--- src/rtl/serial_adder_fsm.sv ---
// Bit-serial adder: one full-adder cell with a registered carry, LSB-first operands.
// Optional subtract mode (A + ~B + 1) is compiled in with SERIAL_ADDER_SUB_EN.
module serial_adder_fsm #(
    parameter int WIDTH = 8
) (
    input  logic             clk,
    input  logic             rst,
    input  logic             start,
`ifdef SERIAL_ADDER_SUB_EN
    input  logic             sub,
`endif
    input  logic             a,
    input  logic             b,
    output logic             s,
    output logic [WIDTH-1:0] sum,
    output logic             cout,
    output logic             busy,
    output logic             done
);

    localparam int CW = (WIDTH > 2) ? $clog2(WIDTH) : 1;

    typedef enum logic [1:0] {
        IDLE = 2'd0,
        RUN  = 2'd1,
        DONE = 2'd2
    } state_t;

    state_t           state_q, state_d;
    logic             carry_q, carry_d;
    logic [CW-1:0]    cnt_q, cnt_d;
    logic             s_q, s_d;
    logic [WIDTH-1:0] sum_q, sum_d;
    logic             cout_q, cout_d;
    logic             busy_q, busy_d;
    logic             done_q, done_d;
    logic             sub_q, sub_d;

    logic             sub_w;
    logic             inv_sel;
    logic             cin;
    logic             b_eff;
    logic             fa_s;
    logic             fa_c;

`ifdef SERIAL_ADDER_SUB_EN
    assign sub_w = sub;
`else
    assign sub_w = 1'b0;
`endif

    // Bit 0 takes its mode and carry-in straight from the start cycle; later bits use the held copies.
    assign inv_sel = (state_q == IDLE) ? sub_w : sub_q;
    assign cin     = (state_q == IDLE) ? sub_w : carry_q;
    assign b_eff   = b ^ inv_sel;
    assign fa_s    = a ^ b_eff ^ cin;
    assign fa_c    = (a & b_eff) | (a & cin) | (b_eff & cin);

    always_ff @(posedge clk or posedge rst) begin
        if (rst) begin
            state_q <= IDLE;
            carry_q <= 1'b0;
            cnt_q   <= '0;
            s_q     <= 1'b0;
            sum_q   <= '0;
            cout_q  <= 1'b0;
            busy_q  <= 1'b0;
            done_q  <= 1'b0;
            sub_q   <= 1'b0;
        end else begin
            state_q <= state_d;
            carry_q <= carry_d;
            cnt_q   <= cnt_d;
            s_q     <= s_d;
            sum_q   <= sum_d;
            cout_q  <= cout_d;
            busy_q  <= busy_d;
            done_q  <= done_d;
            sub_q   <= sub_d;
        end
    end

    always_comb begin
        state_d = state_q;
        carry_d = carry_q;
        cnt_d   = cnt_q;
        s_d     = s_q;
        sum_d   = sum_q;
        cout_d  = cout_q;
        busy_d  = busy_q;
        done_d  = 1'b0;
        sub_d   = sub_q;

        case (state_q)
            IDLE: begin
                if (start) begin
                    sub_d   = sub_w;
                    s_d     = fa_s;
                    carry_d = fa_c;
                    sum_d   = {fa_s, sum_q[WIDTH-1:1]};
                    cnt_d   = CW'(1);
                    busy_d  = 1'b1;
                    state_d = RUN;
                end
            end
            RUN: begin
                s_d     = fa_s;
                carry_d = fa_c;
                sum_d   = {fa_s, sum_q[WIDTH-1:1]};
                cnt_d   = cnt_q + 1'b1;
                if (cnt_q == CW'(WIDTH - 1)) begin
                    cnt_d   = '0;
                    busy_d  = 1'b0;
                    cout_d  = fa_c;
                    done_d  = 1'b1;
                    state_d = DONE;
                end
            end
            DONE: begin
                state_d = IDLE;
            end
            default: begin
                state_d = IDLE;
            end
        endcase
    end

    assign s    = s_q;
    assign sum  = sum_q;
    assign cout = cout_q;
    assign busy = busy_q;
    assign done = done_q;

endmodule

--- config.mk ---
export PLATFORM = sky130hd
export DESIGN_NAME = serial_adder_fsm
export DESIGN_NICKNAME = d
export VERILOG_FILES = /design/src/rtl/serial_adder_fsm.sv
export SDC_FILE = /design/constraint.sdc
export NUM_CORES = 1
export LEC_CHECK = 0
export BUFFER_PORTS_ARGS = -buffer_cell sky130_fd_sc_hd__buf_2
export CORE_ASPECT_RATIO = 0.9
export CORE_MARGIN = 3
export CORE_UTILIZATION = 40
export DETAILED_ROUTE_END_ITERATION = 16
export GPL_TIMING_DRIVEN = 0
export PLACE_DENSITY_LB_ADDON = 0.25
export SLEW_MARGIN = 0
export SYNTH_ARGS = -nofsm -noshare
export SYNTH_HDL_FRONTEND = slang
export SYNTH_SLANG_ARGS = --single-unit
--- constraint.sdc ---
create_clock -name clk -period 1.7 [get_ports clk]
set_clock_uncertainty 0.1 [all_clocks]
set_input_delay 0 -clock clk [delete_from_list [all_inputs] [get_ports clk]]
set_output_delay 0 -clock clk [all_outputs]
set_load 0.005 [all_outputs]
==> Word-level counts from Yosys, hierarchy flattened <==
Index checks and enable logic that the tools add are counted.
{ "totals": {"out_inout_bits": 12, "elab_cells": 44, "reg_bits": 18} }
{ "op_classes": {"n_reduce_logical": 6, "n_eq_ne": 4, "bitwise_logic": 7, "n_addsub": 1, "muxes": 18} }
{ "op_table": {"columns": ["cell", "n"], "rows": [
  ["$pmux W8 S2", 1],
  ["$mux W8", 1],
  ["$mux W1", 7],
  ["$mux W3", 2],
  ["$pmux W1 S2", 3],
  ["$pmux W3 S2", 1],
  ["$reduce_and A2 Y1", 3],
  ["$mux W2", 2],
  ["$ne A2 B2 Y1 const B", 2],
  ["$pmux W2 S2", 1],
  ["$add A3 B1 Y3 const B", 1],
  ["$and A1 B1 Y1", 3],
  ["$eq A3 B3 Y1 const B", 1],
  ["$reduce_and A3 Y1", 1],
  ["$eq A2 B1 Y1 const B", 1],
  ["$logic_not A2 Y1", 1],
  ["$or A1 B1 Y1", 2],
  ["$reduce_bool A2 Y1", 1],
  ["$xor A1 B1 Y1", 2]
]} }

==> Logic depth before layout (Yosys ltp) <==
{ "depth": {"ltp_word": 7, "depth_mapped": 5, "ltp_nobuf": 5} }

==> Least setup slack after synthesis <==
No wires, ideal clock.
{ "synth_path": {"path_type": "register to register", "start": "reg state_q[0]", "end": "reg s_q (netlist: s)", "setup_slack_ns": 0.314, "stages_incl_launch_ff": 4, "setup_ns": 0.083, "synth_period_minus_slack_ns": 1.386, "arrival_ns": 1.204, "n_path_buf": 0, "path_cell_list": "dfrtp_1 -> o21ai_0 -> fa_1 -> o21ai_0"} }
{ "synth_via": {"elab_chain_len": 5, "elab_cells_between_ends": 9, "classes_between": "2 x eq/ne; 3 x mux; 1 x bitwise; 3 x reduce/logical"} }
{ "synth_lines": {"columns": ["item", "line", "text"], "rows": [
  ["from (decl)", "29", "state_t state_q, state_d;"],
  ["from (signal assigned)", "71", "state_q <= state_d;"],
  ["$logic_not A2 Y1", "53, 54, 94", null],
  ["$mux W1", "54", "assign cin = (state_q == IDLE) ? sub_w : carry_q;"],
  ["$xor A1 B1 Y1", "56", "assign fa_s = a ^ b_eff ^ cin;"],
  ["$mux W1", "96", "if (start) begin"],
  ["$pmux W1 S2", "94", "case (state_q)"],
  ["to (signal assigned)", "64", "s_q <= 1'b0;"],
  ["to (signal assigned)", "74", "s_q <= s_d;"],
  ["to (decl)", "32", "logic s_q, s_d;"]
]} }
Several ways; a longest one is shown, not always the timed one. The select of a mux whose other input is x is not followed.
A chain may end at the register's enable or synchronous reset.

==> Final worst setup path <==
Same ends and word-level chain as after synthesis.

==> reports/qor_table.md <==
| Group | Metric | Reported |
|---|---|---|
| detailed routing | Vias after detailed routing | 497 |
| power | Total leakage power | 0.439 nW |
| worst setup path | Critical path's slowest cell | sky130_fd_sc_hd__dfrtp_1 |
| grt | First-pass GRT wire length | 2130 um |
| yosys | Warnings from Yosys | 0 |
| grt | Via count of the first global-routing pass | 473 |
| detailed routing | DRC marker count from the first detailed-route iteration | 7 |
| clocking | Number of buffers on the longest clock path | 2 |
| clocking | Root Driver | sky130_fd_sc_hd__clkbuf_4 |
| grt | Leftover overflow at the end of global routing | 0 |
| worst setup path | Minimum setup slack among reg-to-reg paths | 200 ps |
| detailed routing | Detail Route Antenna Nets | 0 |
| power | Power density over the cells | 1770 nW/um^2 |
| clocking | CTS HTree Levels | 1 |
| yosys | Syn Inst Count | 58 |
| job | Number of maximum-capacitance violations | 0 |
| yosys | Seq/Total Area, Yosys | 0.565 |
| power | Internal power | 0.00108 W |
| worst setup path | Cell breakdown of the critical path | o21ai_1 > fa_1 > o21ai_0 |
| final layout | Count of nets after finishing | 90 |
| min path | Hold Path Sink | s |
| yosys | Avg Synthesized Cell Area | 13.0 sq um |
| timing | Final cycle utilization of the critical path | 0.880 |
| power | Part of the power in combinational logic | 0.414 |
| die | Die height | 47.2 um |
| timing | Final hold violation count | 0 |
| worst setup path | Cells on worst reg2reg path | 3 |
| die | Effective utilization at floorplan | 0.439 |
| placed design | Count of port buffers added during placement | 16 |
| die | Std-Cell Core Area | 1720 sq um |
| timing | Worst hold slack across all endpoints | 53.6 ps |
| worst setup path | Critical path's largest stage delay | 480 ps |
| worst setup path | Type of the setup path with the least slack | reg -> reg |
| worst setup path | CP startpoint kind | register |
| power | Power, Total | 0.00161 W |
| yosys | Most area-consuming cells after synthesis | sky130_fd_sc_hd__dfrtp_1 (56%), sky130_fd_sc_hd__mux2_2 (6.0%), sky130_fd_sc_hd__mux2_4 (6.0%) |
| timing | Post-layout min period | 1500 ps |
| final layout | Most common cell after layout, fill and taps aside | sky130_fd_sc_hd__dfrtp_1 |
| worst setup path | Endpoint of the most critical register-to-register path | s |
| worst setup path | Worst EP required | 1810 ps |
| worst setup path | Worst EP arrival | 1610 ps |
| final layout | Antenna cells | 0 |
| timing | Final Slew Violations | 0 |
| detailed routing | Routed length per instance | 12.2 um |
| placed design | DP Wirelength | 928 um |
| yosys | Mapped Nets | 67 |
| final layout | Fillcell total | 170 |
| worst setup path | Peak fanout along the critical path | 6 |
| die | Width of the die | 51.7 um |
| detailed routing | 1st-pass router iterations | 2 |
| clocking | Total clock buffers created by CTS | 3 |
| final layout | Fraction of final layout cells with drive strength greater than 1 | 0.363 |
| power | Fraction of power spent switching nets | 0.328 |
| worst setup path | Gate family responsible for the most delay along the worst path | flip-flops |
| clocking | Clock insertion delay at the later pin of the skew report | 290 ps |
| yosys | Post-Syn Area | 753 sq um |
| worst setup path | Combined buffer and inverter count along the critical path | 0 |
| timing | Worst path setup slack after routing | 204 ps |
| yosys | Cell type with the highest aggregate area in the netlist | sky130_fd_sc_hd__dfrtp_1 |
| timing | Unrepaired setup endpoints after global routing | false |
| power | Net Sw Power | 0.000529 W |
| power | Reg power frac | 0.452 |
| die | Die Outline Area | 2440 sq um |
| clocking | TritonCTS clock tree | yes |
| yosys | Synthesized flop and latch total | 17 |
| min path | Min-Delay Startpoint | b |
| run status | Outcome | completed |
| final layout | Highest-count cells in the layout ignoring fill and taps | sky130_fd_sc_hd__dfrtp_1 (17), sky130_fd_sc_hd__buf_2 (16), sky130_fd_sc_hd__inv_1 (6) |
| timing | Setup violations, final | 0 |
| timing | Worst Tran Pin Value | 650 ps |
| die | I/O pin count | 17 |
| yosys | Top-area cell type share of the netlist area | 0.565 |
| grt | Number of antenna violations at the first check in global routing | 0 |
| power | Power share of the clock group | 0.134 |
| min path | Worst hold path depth | 4 |
| power | Peak ir drop on the vdd network | 756 uV |
| detailed routing | Total Wirelength | 1270 um |
| min path | Min-delay worst type | in -> reg |
| grt | Largest net degree at the start of global routing | 18 |
| final layout | Growth of design area from synthesis to finish | 20.8% |
| placed design | Pre-CTS setup slack | 129 ps |
| detailed routing | Vias per std cell | 4.78 |
| worst setup path | Category of the worst setup path capture point | register |
| die | Standard-cell row count | 14 |
| placed design | Final Wtd Congestion | 0.674 |
| timing | Highest clock frequency the design can meet | 668 MHz |
| clocking | Sink Count | 17 |
| clocking | Clock-pin slew on the worst setup and hold paths | 90 ps |
| detailed routing | DRC | 0 |
| timing | Final setup TNS | 0 ps |
| worst setup path | Origin of the critical flop-to-flop path | state_q[0] |
| yosys | Number of distinct standard cells referenced by the synthesized netlist | 19 |
| grt | Total track usage | 0.121 |
| timing | Worst relative slew slack | 0.566 |
==> timing repair <==
action | CTS | global route
hold endpoints to repair | 19 | 0
resized for setup | 0 | 1
hold buffers | 2 | 0
setup endpoints to repair | 0 | 1
buffers inserted | 0 | 0
==> kinds of logic (layout without fill, tap and decap cells) <==
logic type      count (synthesis)  after routing  synth area share
compound gates                 13             13             0.116
buf+inv                         8             30            0.0548
simple gates                    8              8            0.0548
mux                             8              8             0.133
fa+ha+maj                       4              4            0.0764
flops                          17             17             0.565
==> layout make-up <==
type | count | area [sq um] | area share
well taps | 24 | 30.0 | 0.0330
repair buffers | 18 | 100 | 0.110
flip-flops and latches | 17 | 425 | 0.468
plain buffers | 2 | 18.8 | 0.0206
multi-input cells | 33 | 287 | 0.315
clock buffers | 4 | 26.3 | 0.0289
inverters | 6 | 22.5 | 0.0248
==> layer usage <==
| metal | global-route usage | vias up | wire length (um) |
|---|---|---|---|
| met1 | 0.146 | 243 | 601 |
| met3 | 0.0476 | 2 | 79 |
| li1 | - | 240 | - |
| met5 | 0 | - | 0 |
| met4 | 0.0471 | 0 | 12 |
| met2 | 0.198 | 12 | 576 |
==> cell usage after synthesis <==
cell / count
sky130_fd_sc_hd__a21oi_1: 5
sky130_fd_sc_hd__a22o_1: 1
sky130_fd_sc_hd__a32o_1: 1
sky130_fd_sc_hd__and2_1: 2
sky130_fd_sc_hd__and2b_1: 1
sky130_fd_sc_hd__buf_4: 1
sky130_fd_sc_hd__buf_6: 1
sky130_fd_sc_hd__dfrtp_1: 17
sky130_fd_sc_hd__fa_1: 1
sky130_fd_sc_hd__ha_1: 3
sky130_fd_sc_hd__inv_1: 6
sky130_fd_sc_hd__mux2_2: 4
sky130_fd_sc_hd__mux2_4: 3
sky130_fd_sc_hd__mux2i_1: 1
sky130_fd_sc_hd__nand2_1: 2
sky130_fd_sc_hd__nor2_1: 2
sky130_fd_sc_hd__nor2b_1: 1
sky130_fd_sc_hd__o21ai_0: 5
sky130_fd_sc_hd__o21bai_4: 1
==> worst register-to-register path: stages, from the launching register on <==
cell	delay, ps
sky130_fd_sc_hd__dfrtp_1	480
sky130_fd_sc_hd__o21ai_1	210
sky130_fd_sc_hd__fa_1	430
sky130_fd_sc_hd__o21ai_0	190
==> stage by stage <==
step	instance area, sq um	utilization	instances
floorplan	753	-	58
global placement	863	0.503	98
detailed placement	863	0.503	98
CTS	910	0.530	104
global route	910	0.530	104
finish	910	0.530	104
==> power by group through the flow <==
stage	combinational (W)	sequential, W	clock, W
global route	0.000758	0.000760	0.000241
global placement	0.000650	0.000735	0
CTS	0.000681	0.000733	0.000231
detailed placement	0.000674	0.000740	0
floorplan	0.000446	0.000735	0
finish	0.000668	0.000729	0.000216
==> registers in the layout, indices dropped and copies added (netlist names) <==
name	cells
state_q	2
s	1
done	1
cnt_q	3
cout	1
busy	1
carry_q	1
sum	7
==> how the worst max path moves through the flow <==
stage               startpoint  end  slack (ps)  cells past startpoint
floorplan           state_q[0]    s         310                      3
global placement    state_q[0]    s         190                      3
detailed placement  state_q[0]    s         130                      3
CTS                 state_q[0]    s          80                      3
global route        state_q[0]    s          90                      3
finish              state_q[0]    s         200                      3
(Power assumes the default switching activity.)
